===== src/rtl/pc_fetch_pkg.sv =====
// Shared types and constants for the fetch sequencer.
// Imported by pc_next_sel and pc_fetch_sequencer.
package pc_fetch_pkg;

  typedef enum logic [1:0] {
    IDLE     = 2'd0,
    FETCH    = 2'd1,
    WAIT_RSP = 2'd2,
    HOLD     = 2'd3
  } fetch_state_e;

  localparam logic [31:0] NOP_INSTR_C       = 32'h0000_0013;
  localparam logic [31:0] DEF_RESET_PC      = 32'h0000_0000;
  localparam logic [31:0] DEF_TRAP_VECTOR   = 32'h0000_0100;

  function automatic logic [31:0] pc_plus4(
    input logic [31:0] pc
  );
    return pc + 32'd4;
  endfunction

endpackage


===== src/rtl/pc_next_sel.sv =====
// Next-PC priority mux: trap > redirect > pending > sequential.
// Misaligned redirects become traps; a branch never displaces a pending trap.
module pc_next_sel
  import pc_fetch_pkg::*;
#(
  parameter logic [31:0] TRAP_VECTOR = DEF_TRAP_VECTOR
) (
  input  logic        trap_req_i,
  input  logic        redir_valid_i,
  input  logic [31:0] redir_tgt_i,
  input  logic        pend_valid_i,
  input  logic        pend_trap_i,
  input  logic [31:0] pend_tgt_i,
  input  logic [31:0] seq_pc_i,
  output logic        event_o,
  output logic        misalign_o,
  output logic [31:0] next_pc_o,
  output logic        next_trap_o
);

  logic take_trap;
  logic take_br;
  logic take_pend;

  assign misalign_o = redir_valid_i && !trap_req_i
                      && (redir_tgt_i[1:0] != 2'b00);
  assign event_o    = trap_req_i || redir_valid_i;

  assign take_trap = trap_req_i || misalign_o;
  assign take_br   = redir_valid_i && !take_trap
                     && !(pend_valid_i && pend_trap_i);
  assign take_pend = pend_valid_i && !take_trap && !take_br;

  always_comb begin
    next_pc_o   = seq_pc_i;
    next_trap_o = 1'b0;
    unique case (1'b1)
      take_trap: begin
        next_pc_o   = TRAP_VECTOR;
        next_trap_o = 1'b1;
      end
      take_br: begin
        next_pc_o   = redir_tgt_i;
        next_trap_o = 1'b0;
      end
      take_pend: begin
        next_pc_o   = pend_tgt_i;
        next_trap_o = pend_trap_i;
      end
      default: begin
        next_pc_o   = seq_pc_i;
        next_trap_o = 1'b0;
      end
    endcase
  end

endmodule


===== src/rtl/pc_fetch_sequencer.sv =====
// Fetch controller: owns the PC, issues one imem request at a time,
// holds the fetched instruction for decode and drops stale responses.
module pc_fetch_sequencer
  import pc_fetch_pkg::*;
#(
  parameter logic [31:0] RESET_PC    = DEF_RESET_PC,
  parameter logic [31:0] TRAP_VECTOR = DEF_TRAP_VECTOR,
  parameter logic [31:0] NOP_INSTR   = NOP_INSTR_C
) (
  input  logic        Clk_Core,
  input  logic        Rst_Core,
  input  logic        Redirect_Valid,
  input  logic [31:0] Redirect_Target,
  input  logic        Trap_Req,
  input  logic        Stall,
  output logic        Imem_Req,
  output logic [31:0] Imem_Addr,
  input  logic        Imem_Gnt,
  input  logic        Imem_Rvalid,
  input  logic [31:0] Imem_Rdata,
  output logic        Instr_Valid,
  output logic [31:0] Instr,
  output logic [31:0] Instr_PC,
  output logic [31:0] Instr_PC_Plus4,
  output logic        Misalign_Err
);

  fetch_state_e state_q, state_d;

  logic        req_q,   req_d;
  logic [31:0] addr_q,  addr_d;
  logic        valid_q, valid_d;
  logic [31:0] instr_q, instr_d;
  logic [31:0] ipc_q,   ipc_d;
  logic [31:0] ipc4_q,  ipc4_d;
  logic        mis_q,   mis_d;
  logic        kill_q,  kill_d;
  logic        ptrap_q, ptrap_d;
  logic [31:0] ptgt_q,  ptgt_d;

  logic [31:0] seq_pc;
  logic        ev;
  logic        misalign;
  logic [31:0] sel_pc;
  logic        sel_trap;

  always_comb begin
    seq_pc = addr_q;
    if (state_q == HOLD) begin
      seq_pc = ipc4_q;
    end else if (state_q == IDLE) begin
      seq_pc = RESET_PC;
    end
  end

  // kill_q doubles as the pending-target valid flag
  pc_next_sel #(
    .TRAP_VECTOR (TRAP_VECTOR)
  ) u_sel (
    .trap_req_i    (Trap_Req),
    .redir_valid_i (Redirect_Valid),
    .redir_tgt_i   (Redirect_Target),
    .pend_valid_i  (kill_q),
    .pend_trap_i   (ptrap_q),
    .pend_tgt_i    (ptgt_q),
    .seq_pc_i      (seq_pc),
    .event_o       (ev),
    .misalign_o    (misalign),
    .next_pc_o     (sel_pc),
    .next_trap_o   (sel_trap)
  );

  always_ff @(posedge Clk_Core or posedge Rst_Core) begin
    if (Rst_Core) begin
      state_q <= IDLE;
      req_q   <= 1'b0;
      addr_q  <= RESET_PC;
      valid_q <= 1'b0;
      instr_q <= NOP_INSTR;
      ipc_q   <= RESET_PC;
      ipc4_q  <= pc_plus4(RESET_PC);
      mis_q   <= 1'b0;
      kill_q  <= 1'b0;
      ptrap_q <= 1'b0;
      ptgt_q  <= RESET_PC;
    end else begin
      state_q <= state_d;
      req_q   <= req_d;
      addr_q  <= addr_d;
      valid_q <= valid_d;
      instr_q <= instr_d;
      ipc_q   <= ipc_d;
      ipc4_q  <= ipc4_d;
      mis_q   <= mis_d;
      kill_q  <= kill_d;
      ptrap_q <= ptrap_d;
      ptgt_q  <= ptgt_d;
    end
  end

  always_comb begin
    state_d = state_q;
    unique case (state_q)
      IDLE: begin
        state_d = FETCH;
      end
      FETCH: begin
        if (Imem_Gnt) begin
          state_d = WAIT_RSP;
        end
      end
      WAIT_RSP: begin
        if (Imem_Rvalid) begin
          state_d = (kill_q || ev) ? FETCH : HOLD;
        end
      end
      HOLD: begin
        if (ev || !Stall) begin
          state_d = FETCH;
        end
      end
      default: begin
        state_d = IDLE;
      end
    endcase
  end

  always_comb begin
    req_d   = req_q;
    addr_d  = addr_q;
    valid_d = valid_q;
    instr_d = instr_q;
    ipc_d   = ipc_q;
    ipc4_d  = ipc4_q;
    mis_d   = misalign;
    kill_d  = kill_q;
    ptrap_d = ptrap_q;
    ptgt_d  = ptgt_q;
    unique case (state_q)
      IDLE: begin
        req_d  = 1'b1;
        addr_d = sel_pc;
      end
      FETCH: begin
        if (Imem_Gnt) begin
          req_d = 1'b0;
        end
        if (ev) begin
          kill_d  = 1'b1;
          ptgt_d  = sel_pc;
          ptrap_d = sel_trap;
        end
      end
      WAIT_RSP: begin
        if (Imem_Rvalid) begin
          if (kill_q || ev) begin
            req_d   = 1'b1;
            addr_d  = sel_pc;
            kill_d  = 1'b0;
            ptrap_d = 1'b0;
          end else begin
            valid_d = 1'b1;
            instr_d = Imem_Rdata;
            ipc_d   = addr_q;
            ipc4_d  = pc_plus4(addr_q);
          end
        end else if (ev) begin
          kill_d  = 1'b1;
          ptgt_d  = sel_pc;
          ptrap_d = sel_trap;
        end
      end
      HOLD: begin
        if (ev || !Stall) begin
          valid_d = 1'b0;
          instr_d = NOP_INSTR;
          req_d   = 1'b1;
          addr_d  = sel_pc;
        end
      end
      default: begin
        req_d = 1'b0;
      end
    endcase
  end

  assign Imem_Req       = req_q;
  assign Imem_Addr      = addr_q;
  assign Instr_Valid    = valid_q;
  assign Instr          = instr_q;
  assign Instr_PC       = ipc_q;
  assign Instr_PC_Plus4 = ipc4_q;
  assign Misalign_Err   = mis_q;

endmodule


===== config.mk =====
export PLATFORM = sky130hd
export DESIGN_NAME = pc_fetch_sequencer
export DESIGN_NICKNAME = d
export VERILOG_FILES = /design/src/rtl/pc_fetch_pkg.sv /design/src/rtl/pc_next_sel.sv /design/src/rtl/pc_fetch_sequencer.sv
export SDC_FILE = /design/constraint.sdc
export NUM_CORES = 1
export LEC_CHECK = 0
export ABC_AREA = 1
export ABC_CLOCK_PERIOD_IN_PS = 11460
export CAP_MARGIN = 25
export CORE_MARGIN = 8
export CORE_UTILIZATION = 54
export DETAILED_ROUTE_END_ITERATION = 6
export GPL_TIMING_DRIVEN = 0
export PLACE_DENSITY = 0.93
export SYNTH_ARGS = -nofsm -noshare
export SYNTH_HDL_FRONTEND = slang
export SYNTH_HIERARCHICAL = 1
export SYNTH_SLANG_ARGS = --single-unit

===== constraint.sdc =====
create_clock -name Clk_Core -period 11.46 [get_ports Clk_Core]
set_clock_uncertainty 0.15 [all_clocks]
set_input_delay 1.146 -clock Clk_Core [delete_from_list [all_inputs] [get_ports Clk_Core]]
set_output_delay 1.146 -clock Clk_Core [all_outputs]
set_load 0.05 [all_outputs]

== Word level (Yosys, flattened, before mapping) ==
Index checks and enable logic that the tools add are counted.

* Input port bits: 71
* Word-level logic and storage cells: 87
* Output and inout port bits: 131
* Register bits after elaboration: 167

* Reduce and logical (&&, ||, !) cells: 28
* Mux-type cells: 36
* Add/subtract/negate cells: 1
* Bitwise operators: 1
* Eq/ne operators: 10

{| class="wikitable"
|+ Operators with widths
! operator !! number
|-
| 32-bit 2-to-1 mux || 10
|-
| 32-bit case mux with 3 select lines || 2
|-
| 32-bit case mux with 2 select lines || 2
|-
| 32-bit by 3-bit adder with 32-bit output (second input constant) || 1
|-
| 1-bit 2-to-1 mux || 12
|-
| 4-bit AND reduction || 3
|-
| 2-bit inequality test (second input constant) || 5
|-
| 2-bit 2-to-1 mux || 4
|-
| 1-bit case mux with 2 select lines || 4
|-
| 2-bit case mux with 4 select lines || 1
|-
| 1-bit logical AND || 7
|-
| 3-bit AND reduction || 2
|-
| 2-bit nonzero test || 3
|-
| 1-bit logical NOT || 5
|-
| 2-bit equality test (second input constant) || 2
|-
| 1-bit logical OR || 4
|-
| 1-bit case mux with 4 select lines || 1
|-
| 2-bit AND reduction || 2
|-
| 3-bit inequality test (second input constant) || 1
|-
| 3-bit nonzero test || 1
|-
| 2-bit by 1-bit equality test with 1-bit output (second input constant) || 1
|-
| 2-bit logical NOT || 1
|-
| 2-bit by 1-bit inequality test with 1-bit output (second input constant) || 1
|-
| 1-bit inverter || 1
|}

== Depth between registers and ports, before layout ==
* Depth after elaboration: 13
* Depth in mapped cells: 13
* Gate-level depth less buffers: 10

== Modules after synthesis ==
The synthesis kept the hierarchy.

{| class="wikitable"
|+ Modules (own cells, without submodules)
! module !! times used !! area each (µm²) !! cells an instance
|-
| pc_fetch_sequencer || 1 || 7612.3 || 947
|-
| pc_next_sel || 1 || 898.4 || 165
|}

== Worst setup path after synthesis ==
Ideal clock, no wire load.

* Path kind: input -> register
* Start point: input Redirect_Valid
* End point: register instr_q[22], in the netlist Instr[22]
* Path buffers: 3
* Cell stages on the path: 11
* Setup time: 118 ps
* Data arrival time: 2176 ps
* Setup slack: 9016 ps
* Required time: 11192 ps
* Path through: inv_2 -> nand2_1 -> buf_6 -> nor2_8 -> nand2_2 -> o21ai_2 -> nand2_1 -> buf_2 -> buf_4 -> nand2_1 -> nand2_1

* Word-level cells in the longest chain between the ends: 4

{| class="wikitable"
|+ Ends and longest elaborated chain
! element !! line !! RTL
|-
| start: declaration || pc_fetch_sequencer.sv:12 || <nowiki>input logic Redirect_Valid,</nowiki>
|-
| 1-bit logical OR * || pc_next_sel.sv:27 || <nowiki>assign event_o = trap_req_i || redir_valid_i;</nowiki>
|-
| named net ev || pc_fetch_sequencer.sv:42 || <nowiki>logic ev;</nowiki>
|-
| 1-bit logical OR, on equally long branches || pc_fetch_sequencer.sv:156, pc_fetch_sequencer.sv:174 ||
|-
| 2-bit inequality test (no source line) / 2-bit by 1-bit inequality test with 1-bit output (equally long branches) || -- ||
|-
| 4-bit AND reduction (no source line) * || -- ||
|-
| end signal: assignment || pc_fetch_sequencer.sv:91 || <nowiki>instr_q <= instr_d;</nowiki>
|-
| end: declaration || pc_fetch_sequencer.sv:33 || <nowiki>logic [31:0] instr_q, instr_d;</nowiki>
|}

The timed path passes the listed nets; every way through them passes the cells marked *.
A chain may end at the register's enable or synchronous reset.

== Worst setup path in the final report ==
* Start point: register addr_q[22], in the netlist Imem_Addr[22]
* End point: output Imem_Addr[22]

{| class="wikitable"
|+ RTL lines
! element !! line !! RTL
|-
| start: declaration || pc_fetch_sequencer.sv:31 || <nowiki>logic [31:0] addr_q, addr_d;</nowiki>
|-
| start signal: assignment || pc_fetch_sequencer.sv:89 || <nowiki>addr_q <= addr_d;</nowiki>
|-
| end: declaration || pc_fetch_sequencer.sv:17 || <nowiki>output logic [31:0] Imem_Addr,</nowiki>
|}

No word-level cell between the ends.

==> out/qor.csv <==
stage;metric;value;unit
global_routing;gr ovfl total;0;
clocking;CTS tree;done;
route;Post-route DRC;0;
cells_and_area;diode count;0;
route;antenna-violating nets left;0;
worst_setup_path;crit path buf inv count;1;
placed_design;IO buf count;201;
worst_setup_path;Worst Setup End Kind;output port;
worst_setup_path;Largest stage delay, worst path;0.90;ns
worst_setup_path;CP Cell Sequence;clkdlybuf4s50_1;
sta;Sum Neg Setup Slack;0;ns
synthesis;syn_area_per_cell;7.65;µm²
worst_setup_path;Reg2Reg Depth;8;
route;via count;9288;
power;switching share of power;0.475;
floorplanning;core footprint;0.0157;mm²
sta;Final Setup Violations;0;
synthesis;asr flop ratio synth;1.00;
cells_and_area;Layout fillers;1164;
min_path;Hold Crit Depth;2;
placed_design;DP HPWL;22100;µm
synthesis;Post-synth EDFFs;0;
route;WL final;30700;µm
floorplanning;initial core utilization;0.544;
power;P_int;1.39;mW
synthesis;Post-Syn Nets;1189;
floorplanning;Rows;46;
route;wire per inst;19.7;µm
global_routing;first-pass GRT wire length;47600;µm
min_path;hold path endpoint;ptgt_q[31];
synthesis;dominant cell type by area after synthesis;dfrtp_1;
clocking;H-tree depth;4;
floorplanning;number of I/O pins;202;
sta;unrepaired setup endpoints after global routing;no;
clocking;clock latency on the worst-skew pair;0.44;ns
min_path;Hold WC Path Type;flip-flop to flip-flop;
synthesis;Syn Inst Count;1112;
route;drt pass-1 iters;6;
sta;Slew @ Worst Pin;0.734;ns
power;leakage;5.23;nW
power;overall power;2.65;mW
sta;crit path time final;3.17;ns
floorplanning;Die ar.;0.0200;mm²
global_routing;largest net degree at the start of global routing;94;
min_path;Hold Crit Start;ptgt_q[31];
synthesis;post-synthesis instance area;0.00851;mm²
sta;fin crit share;0.276;
global_routing;antenna violations before repair;0;
sta;Final Hold Vio Count;0;
global_routing;vias in the first global route;8968;
worst_setup_path;Req. time, crit path;10.16;ns
synthesis;sequential area share after synthesis;0.486;
route;Starting DRT DRC Count;1380;
clocking;post-CTS setup buffers;0;
cells_and_area;nets;1410;
power;sequential power share;0.312;
run_status;outcome;finished clean;
power;Combinational Power Share;0.479;
worst_setup_path;CP max stage cell;clkdlybuf4s50_1;
power;pwr dens;233;mW/mm²
power;maximum vdd drop;0.144;mV
placed_design;GP Congestion;0.986;
worst_setup_path;Top delay family on crit path;buffers and inverters;
sta;setup ws final;8.29;ns
global_routing;GR Util All Layers;0.304;
clocking;Clock Pin Slew Worst Setup and Hold Paths;0.07;ns
synthesis;Yosys warning count;6;
sta;Max Freq;0.316;GHz
synthesis;top cells by count, synth;396 x nand2_1, 161 x dfrtp_1, 125 x nand3_1;
worst_setup_path;critical path startpoint category;flip-flop;
clocking;root buffer cell;clkbuf_16;
worst_setup_path;crit-path max FO;7;
worst_setup_path;WS Path Type;flip-flop to output port;
clocking;Hold Buf Count CTS;0;
placed_design;Place WS;7.95;ns
power;Net Switching;1.26;mW
cells_and_area;share of layout cells above drive strength 1;0.0802;
floorplanning;DIE WIDTH;142;µm
worst_setup_path;R2R Setup Slk;8.83;ns
sta;Max-slew headroom;0.511;
worst_setup_path;Reg2Reg Launch Point;state_q[0];
clocking;Max Root-Sink Buffers;2;
power;Clock power frac;0.208;
floorplanning;die height;142;µm
worst_setup_path;Reg-to-Reg End;Imem_Addr[16];
run;Max-Cap Viols;0;
synthesis;Synth top area share;0.473;
route;DR vias/cell;5.95;
worst_setup_path;Worst Path Arrival;1.87;ns
synthesis;Area contributors post-synth;dfrtp_1 47%, nand2_1 17%, nand3_1 7.4%, o21ai_0 5.8%, nand4_1 5.4%;
clocking;Num CTS Buffers;17;
synthesis;Yosys cell types;32;
cells_and_area;Area Growth Syn to Fin;33.8;%
sta;Final Max Slew Viols;0;
synthesis;count leader, synth;nand2_1;
clocking;CTS sink cnt;165;
synthesis;top_reg_cell synth;dfrtp_1;
worst_setup_path;Crit. Startpoint;Imem_Addr[22];
synthesis;FF+latch count, synth;165;
clocking;post-cts resize count;0;
[cells by family (layout without fill, tap and decap cells)]
kind of cell | after synthesis | after routing | synth area share
DFF | 165 | 165 | 0.486
adders and majority gates | 6 | 6 | 0.00882
AOI/OAI and AO/OA | 127 | 127 | 0.0812
buffers and inverters | 151 | 385 | 0.0812
and+or+nand+nor | 663 | 663 | 0.343
[layout make-up]
| class | count | area (µm²) | share of cell area |
|---|---|---|---|
| sequential | 165 | 4130 | 0.363 |
| multi-input combinational | 796 | 3690 | 0.324 |
| timing repair buffer | 202 | 2040 | 0.179 |
| clock buffer | 17 | 425 | 0.0374 |
| buffer | 72 | 394 | 0.0346 |
| inverter | 79 | 304 | 0.0267 |
| tap | 216 | 270 | 0.0237 |
| clock inverter | 15 | 134 | 0.0118 |
[per-stage QoR]
step / instance area [µm²] / utilization / hold slack (ns) / instances
after floorplan: 8510 / - / 0.292 / 1112
after global placement: 10800 / 0.689 / 0.303 / 1529
after detailed placement: 10800 / 0.692 / 0.308 / 1530
after CTS: 11400 / 0.727 / 0.324 / 1562
after global routing: 11400 / 0.727 / 0.344 / 1562
final: 11400 / 0.727 / 0.325 / 1562
[worst max-delay path by stage]
stage                     depth (start not counted)  slack [ns]       endpoint
after floorplan                                   1        5.71   Imem_Addr[0]
after global placement                            2        3.46   Instr_PC[10]
after detailed placement                         12        7.95   Imem_Addr[2]
after CTS                                         1        8.30  Imem_Addr[22]
after global routing                              1        8.28  Imem_Addr[22]
final                                             1        8.29  Imem_Addr[22]
[power groups by stage]
stage / Sequential, mW / Clock [mW] / Combinational [mW]
finish: 0.827 / 0.552 / 1.27
global route: 0.842 / 0.576 / 1.33
CTS: 0.823 / 0.553 / 1.25
detailed placement: 0.832 / 0 / 1.25
global placement: 0.826 / 0 / 1.22
floorplan: 1.22 / 0 / 0.397
[layer usage]
layer | wire length (µm) | global-route usage
met5 | 0 | 0
met4 | 1750 | 0.167
met3 | 3850 | 0.0880
met2 | 14000 | 0.481
met1 | 11100 | 0.370
[cells in the final DEF (no fill, tap or decap), types with 2 or more instances in the layout]
| cell | n |
|---|---|
| nand3_4 | 2 |
| inv_2 | 6 |
| nand2_1 | 396 |
| buf_6 | 5 |
| nor2_1 | 50 |
| inv_6 | 2 |
| dfstp_2 | 4 |
| o21ai_0 | 98 |
| o21ai_2 | 2 |
| dfrtp_1 | 161 |
| o31ai_1 | 12 |
| ha_1 | 6 |
| nand4_1 | 73 |
| nand3_1 | 125 |
| nor2_2 | 6 |
| clkbuf_16 | 17 |
| clkinv_2 | 4 |
| clkbuf_1 | 23 |
| inv_1 | 72 |
| clkdlybuf4s50_1 | 201 |
| nor3_1 | 2 |
| o21ai_1 | 9 |
| clkinv_4 | 5 |
| nand2_2 | 3 |
| nor2_4 | 2 |
| buf_1 | 3 |
| a21oi_1 | 2 |
| clkinvlp_4 | 3 |
| buf_2 | 27 |
| buf_4 | 14 |
[flip-flops by register name (all words and copies together) (netlist names)]
name / cells
state_q: 2
Misalign_Err: 1
Imem_Req: 1
ptrap_q: 1
Instr: 32
Instr_PC: 32
ptgt_q: 32
Imem_Addr: 32
Instr_PC_Plus4: 30
Instr_Valid: 1
kill_q: 1
(Power assumes the default switching activity.)
